## config.mk

```make
export PLATFORM = sky130hd
export DESIGN_NAME = uart_rx_param
export DESIGN_NICKNAME = d
export VERILOG_FILES = /design/src/rtl/uart_rx_param.sv
export SDC_FILE = /design/constraint.sdc
export NUM_CORES = 1
export LEC_CHECK = 0
export CORE_ASPECT_RATIO = 1.75
export CORE_MARGIN = 2
export CORE_UTILIZATION = 45
export CTS_BUF_LIST = sky130_fd_sc_hd__clkbuf_8
export CTS_CLUSTER_SIZE = 24
export DETAILED_ROUTE_END_ITERATION = 7
export HOLD_SLACK_MARGIN = 0.03
export PLACE_DENSITY_LB_ADDON = 0.08
export SLEW_MARGIN = 30
export SYNTH_ARGS = -nofsm -noshare
export SYNTH_HDL_FRONTEND = slang
export SYNTH_SLANG_ARGS = --single-unit
```

## constraint.sdc

```tcl
create_clock -name clk -period 2.34 [get_ports clk]
set_input_delay 0.468 -clock clk [delete_from_list [all_inputs] [get_ports clk]]
set_output_delay 0.468 -clock clk [all_outputs]
set_load 0.01 [all_outputs]
```

## src/rtl/uart_rx_param.sv

```systemverilog
// Parametrised UART receiver: 2-flop synchroniser, 3-sample majority vote per bit,
// false-start rejection and a valid/ready output register with error and overrun status.
module uart_rx_param #(
    parameter int CLK_FREQUENCY = 100_000_000,
    parameter int BAUD_RATE     = 19_200,
    parameter int DATA_BITS     = 8,
    parameter int PARITY_MODE   = 1,
    parameter int STOP_BITS     = 1
) (
    input  logic                 clk,
    input  logic                 rst_n,
    input  logic                 rx_in,
    output logic [DATA_BITS-1:0] dout,
    output logic                 dout_valid,
    input  logic                 dout_ready,
    output logic                 parity_err,
    output logic                 framing_err,
    output logic                 overrun,
    output logic                 busy
);

    localparam int BIT_CYC  = CLK_FREQUENCY / BAUD_RATE;
    localparam int HALF_CYC = BIT_CYC / 2;
    localparam int CW       = $clog2(BIT_CYC);

    localparam logic [CW-1:0] CNT_LAST = CW'(BIT_CYC - 1);
    localparam logic [CW-1:0] SAMP_A   = CW'(HALF_CYC - 1);
    localparam logic [CW-1:0] SAMP_B   = CW'(HALF_CYC);
    localparam logic [CW-1:0] SAMP_C   = CW'(HALF_CYC + 1);
    localparam logic [3:0]    LAST_DATA = 4'(DATA_BITS - 1);
    localparam logic [3:0]    LAST_STOP = 4'(STOP_BITS - 1);
    localparam logic          ODD_PAR   = (PARITY_MODE == 1);

    typedef enum logic [2:0] {
        WAIT_IDLE,
        IDLE,
        START,
        DATA,
        PARITY,
        STOP
    } state_t;

    state_t                 state_reg, state_next;
    logic                   rx_meta_reg, rx_s_reg;
    logic [CW-1:0]          cnt_reg, cnt_next;
    logic [3:0]             bit_cnt_reg, bit_cnt_next;
    logic [DATA_BITS-1:0]   shift_reg, shift_next;
    logic                   perr_reg, perr_next;
    logic                   ferr_reg, ferr_next;
    logic                   samp_a_reg, samp_b_reg;
    logic [DATA_BITS-1:0]   dout_reg;
    logic                   dout_valid_reg, perr_out_reg, ferr_out_reg, overrun_reg;

    logic                   maj;
    logic                   maj_point;
    logic                   frame_done;
    logic                   frame_ferr;
    logic                   load;

    always_ff @(posedge clk or negedge rst_n) begin
        if (!rst_n) begin
            rx_meta_reg <= 1'b1;
            rx_s_reg    <= 1'b1;
        end else begin
            rx_meta_reg <= rx_in;
            rx_s_reg    <= rx_meta_reg;
        end
    end

    // The third vote is the live synchronised line at the decision cycle.
    assign maj = (samp_a_reg & samp_b_reg) | (samp_a_reg & rx_s_reg) | (samp_b_reg & rx_s_reg);
    assign maj_point  = (cnt_reg == SAMP_C) && (state_reg != IDLE) && (state_reg != WAIT_IDLE);
    assign frame_ferr = ferr_reg | ~maj;

    always_ff @(posedge clk or negedge rst_n) begin
        if (!rst_n) begin
            samp_a_reg <= 1'b0;
            samp_b_reg <= 1'b0;
        end else begin
            if (cnt_reg == SAMP_A) samp_a_reg <= rx_s_reg;
            if (cnt_reg == SAMP_B) samp_b_reg <= rx_s_reg;
        end
    end

    always_ff @(posedge clk or negedge rst_n) begin
        if (!rst_n) begin
            state_reg   <= WAIT_IDLE;
            cnt_reg     <= '0;
            bit_cnt_reg <= '0;
            shift_reg   <= '0;
            perr_reg    <= 1'b0;
            ferr_reg    <= 1'b0;
        end else begin
            state_reg   <= state_next;
            cnt_reg     <= cnt_next;
            bit_cnt_reg <= bit_cnt_next;
            shift_reg   <= shift_next;
            perr_reg    <= perr_next;
            ferr_reg    <= ferr_next;
        end
    end

    always_comb begin
        state_next   = state_reg;
        cnt_next     = (cnt_reg == CNT_LAST) ? '0 : cnt_reg + CW'(1);
        bit_cnt_next = bit_cnt_reg;
        shift_next   = shift_reg;
        perr_next    = perr_reg;
        ferr_next    = ferr_reg;
        frame_done   = 1'b0;
        case (state_reg)
            WAIT_IDLE: begin
                cnt_next = '0;
                if (rx_s_reg) state_next = IDLE;
            end
            IDLE: begin
                cnt_next     = '0;
                bit_cnt_next = '0;
                perr_next    = 1'b0;
                ferr_next    = 1'b0;
                if (!rx_s_reg) state_next = START;
            end
            START: begin
                if (maj_point) state_next = maj ? IDLE : DATA;
            end
            DATA: begin
                if (maj_point) begin
                    shift_next = {maj, shift_reg[DATA_BITS-1:1]};
                    if (bit_cnt_reg == LAST_DATA) begin
                        bit_cnt_next = '0;
                        state_next   = (PARITY_MODE != 0) ? PARITY : STOP;
                    end else begin
                        bit_cnt_next = bit_cnt_reg + 4'd1;
                    end
                end
            end
            PARITY: begin
                if (maj_point) begin
                    perr_next  = (^shift_reg) ^ maj ^ ODD_PAR;
                    state_next = STOP;
                end
            end
            STOP: begin
                // The frame ends at the last stop bit's vote, not at the end of the bit.
                if (maj_point) begin
                    ferr_next = frame_ferr;
                    if (bit_cnt_reg == LAST_STOP) begin
                        frame_done = 1'b1;
                        state_next = frame_ferr ? WAIT_IDLE : IDLE;
                    end else begin
                        bit_cnt_next = bit_cnt_reg + 4'd1;
                    end
                end
            end
            default: state_next = WAIT_IDLE;
        endcase
    end

    assign load = frame_done && (!dout_valid_reg || dout_ready);

    always_ff @(posedge clk or negedge rst_n) begin
        if (!rst_n) begin
            dout_reg       <= '0;
            dout_valid_reg <= 1'b0;
            perr_out_reg   <= 1'b0;
            ferr_out_reg   <= 1'b0;
            overrun_reg    <= 1'b0;
        end else begin
            overrun_reg <= frame_done && !load;
            if (load) begin
                dout_reg       <= shift_reg;
                perr_out_reg   <= perr_reg;
                ferr_out_reg   <= frame_ferr;
                dout_valid_reg <= 1'b1;
            end else if (dout_valid_reg && dout_ready) begin
                dout_valid_reg <= 1'b0;
            end
        end
    end

    assign dout        = dout_reg;
    assign dout_valid  = dout_valid_reg;
    assign parity_err  = perr_out_reg;
    assign framing_err = ferr_out_reg;
    assign overrun     = overrun_reg;
    // Gated by reset so every output reads 0 while rst_n is held low.
    assign busy        = rst_n && (state_reg != IDLE);

endmodule

```

==> impl_metrics.toml <==
[grt]
grt_pass1_vias = 1621
grt_pass1_wl_mm = 7.700
grt_antenna_before_repair = 0
gr-total-overflow = 0
grt_max_degree = 47
track_usage_pct = 16.94

[timing]
tns_ns = 0
period_share_pct = 89.65
finalCriticalPeriod_ns = 2.098
timing.fmax_ghz = 0.4767
maxSlewViolCount = 0
tightest_slew_ns = 0.5679
hold_ws_ns = 0.2806
maxSlewHeadroom_pct = 62.14
finClkSkew_ns = 0.008256
rsz0062_at_grt = "false"
hold_viol = 0
finalSetupViolCount = 0

[synth]
syn_nets = 219
syn_area_mm2 = 0.002325
avgSynthCellArea_um2 = 11.07
syn_inst = 210
ys_ff_latch = 46
yosysUniqueCellTypes = 47
yosysSeqAreaShare_pct = 49.62
ys_warn_count = 0

[critical_path]
r2r-start = "cnt_reg[4]"
critPathArrivalTime_ns = 2.29
crit_type = "flop to flop"
cp-end-kind = "flop"
r2r_cells = 5
critPathLaunchType = "flop"
path_max_fanout = 10
cp_data_required_time_ns = 2.53
r2r_setup_slack_ns = 0.24
crit_start = "cnt_reg[4]"
r2r_end = "dout[1]"

[detailed_routing]
vias = 1595
drt_iter0_drc = 21
antenna_left = 0
wirelength_mm = 4.323
dr.pass1.iters = 4
wl_per_cell_um = 15.01
drc = 0
via_per_inst = 5.538

[clock_tree]
clk_pin_slew_ns = 0.09
cts_tree = "built"
cts_root_buffer = "clkbuf_8"
hold_buffers = 0
cts.path.max_buffers = 2
clock_latency_ns = 0.30
cts_setup_buffers = 0
cts_buffers = 5
h-tree-depth = 2
cts_resized = 0
clock-sinks = 46

[die]
die_w_um = 58.33
core-area_mm2 = 0.004977
io_pins = 17
die_h_um = 99.08
initial_core_util_pct = 46.71
row_count = 34
dieArea_mm2 = 0.005779

[final_layout]
largest_register_ffs = 13
multi_input_area_mm2 = 0.001096
syn_to_final_growth_pct = 14.32
fill_cells = 443
drive_above_1_share_pct = 20.51
final_nets = 242
regArea_mm2 = 0.001154
n_antenna_cell = 0

[run]
maxCapViolCount = 0

[pwr]
p_comb_share_pct = 20.7
swShare_pct = 32.58
p_int_w = 0.001234
clkPwrFrac_pct = 26.1
seqPwrFrac_pct = 53.1
powerDensity_mw_per_mm2 = 688.8
power_leakage_nw = 1.208
p_sw_w = 0.0005963
peakVddDrop_mv = 0.6063

[placement]
hpwl_mm = 3.120
gp_congestion = 0.8395
port_buffers = 16

[run_status]
status = "finished clean"

[worst_hold_path]
hold_class = "input port to asynchronous set/reset pin"
-- cells in the final DEF, fill, tap and decap left out, types with 3 or more instances in the layout --
master | synthesis | final
inv_1 | 10 | 10
mux2_2 | 20 | 20
buf_4 | 2 | 8
nand2_1 | 12 | 12
nor2_1 | 20 | 20
and3_1 | 3 | 3
a21oi_1 | 3 | 3
nor3_1 | 3 | 3
nand2b_1 | 3 | 3
ha_1 | 5 | 5
dfrtp_1 | 44 | 44
xnor2_1 | 12 | 12
xor2_1 | 6 | 6
nand4_1 | 5 | 5
clkbuf_8 | 0 | 5
nor2b_1 | 3 | 3
clkdlybuf4s50_1 | 0 | 15
mux2i_1 | 3 | 3
nand3_1 | 11 | 11
o21ai_0 | 4 | 4
-- power by group through the flow --
| stage | sequential (W) | clock [W] | combinational [W] |
|---|---|---|---|
| 6_report | 0.000973 | 0.000478 | 0.000380 |
| 5_1_grt | 0.000992 | 0.000526 | 0.000444 |
| 4_1_cts | 0.000971 | 0.000503 | 0.000385 |
| 3_5_place_dp | 0.000986 | 0 | 0.000380 |
| 3_3_place_gp | 0.000982 | 0 | 0.000372 |
| 2_1_floorplan | 0.000931 | 0 | 0.000333 |
-- worst max-delay path by stage --
stage                              to  slack [ns]  depth (start not counted)
after CTS                     dout[1]        0.23                          5
after detailed placement  framing_err        0.23                          5
final                         dout[1]        0.24                          5
after global placement        dout[7]        0.29                          5
after floorplan               dout[0]        0.37                          5
after global routing          dout[2]        0.15                          5
-- cell usage after synthesis, drive strengths merged --
| library cell | count | area (um2) |
|---|---|---|
| dfrtp | 44 | 1101 |
| mux2 | 20 | 225.2 |
| nor2 | 20 | 75.07 |
| nand2 | 12 | 45.04 |
| nand3 | 12 | 65.06 |
| xnor2 | 12 | 105.1 |
| inv | 10 | 37.54 |
| xor2 | 6 | 52.55 |
| clkbuf | 5 | 18.77 |
| ha | 5 | 62.56 |
| nand4 | 5 | 31.28 |
| nand2b | 4 | 32.53 |
| nor3 | 4 | 31.28 |
| o21ai | 4 | 20.02 |
| a21oi | 3 | 15.01 |
| and3 | 3 | 18.77 |
| buf | 3 | 18.76 |
| mux2i | 3 | 30.03 |
| nor2b | 3 | 18.77 |
| nor4 | 3 | 33.78 |
| o31ai | 3 | 27.52 |
| a211oi | 2 | 20.02 |
| dfstp | 2 | 52.55 |
| maj3 | 2 | 20.02 |
| nand3b | 2 | 15.01 |
| nor3b | 2 | 15.01 |
| o211ai | 2 | 15.01 |
| o21a | 2 | 15.01 |
| a21boi | 1 | 7.510 |
| a22o | 1 | 8.760 |
| a31o | 1 | 8.760 |
| a31oi | 1 | 6.260 |
| and2 | 1 | 7.510 |
| nand4b | 1 | 8.760 |
| nand4bb | 1 | 16.27 |
| nor4bb | 1 | 10.01 |
| o22ai | 1 | 6.260 |
| o32ai | 1 | 8.760 |
| or3 | 1 | 6.260 |
| or4 | 1 | 11.26 |
-- logic make-up (layout without fill, tap and decap cells) --
family | after synthesis | in the layout | synth area share [%]
mux | 23 | 23 | 10.98
simple gates | 76 | 76 | 19.00
compound gates | 22 | 22 | 6.835
xor+xnor | 18 | 18 | 6.781
flops | 46 | 46 | 49.62
buf+inv | 18 | 42 | 3.229
fa+ha+maj | 7 | 7 | 3.552
-- area by class of cell --
cell class	instances	area share, %
flip-flops and latches	46	43.41
multi-input cells	146	41.24
repair buffers	24	8.098
clock buffers	5	2.589
well taps	54	2.542
inverters	10	1.412
clock inverters	3	0.7062
-- critical path, cell delays in order, from the launching register on --
cell	delay, ns
dfrtp_1	0.44
or4_4	0.61
nor4_4	0.21
and3_1	0.19
buf_4	0.18
mux2_2	0.35
-- metal layers --
| layer | vias up | wire length, um | track usage (%) |
|---|---|---|---|
| li1 | 778 | - | - |
| met1 | 788 | 1821 | 20.80 |
| met2 | 24 | 2309 | 29.21 |
| met3 | 5 | 129 | 3.150 |
| met4 | 0 | 62 | 5.367 |
| met5 | - | 0 | 0 |
-- through the flow --
| step | worst slack, ns | cell area [um2] | std cells | total power (W) | utilization [%] |
|---|---|---|---|---|---|
| floorplan | 0.3657 | 2325 | 210 | 0.001265 | - |
| CTS | 0.2274 | 2658 | 288 | 0.001859 | 53.39 |
| global placement | 0.2866 | 2570 | 280 | 0.001354 | 51.63 |
| finish | 0.2422 | 2658 | 288 | 0.001831 | 53.39 |
| global route | 0.1545 | 2658 | 288 | 0.001962 | 53.39 |
| detailed placement | 0.2319 | 2570 | 280 | 0.001366 | 51.63 |
Power figures use the tool's default switching activity.
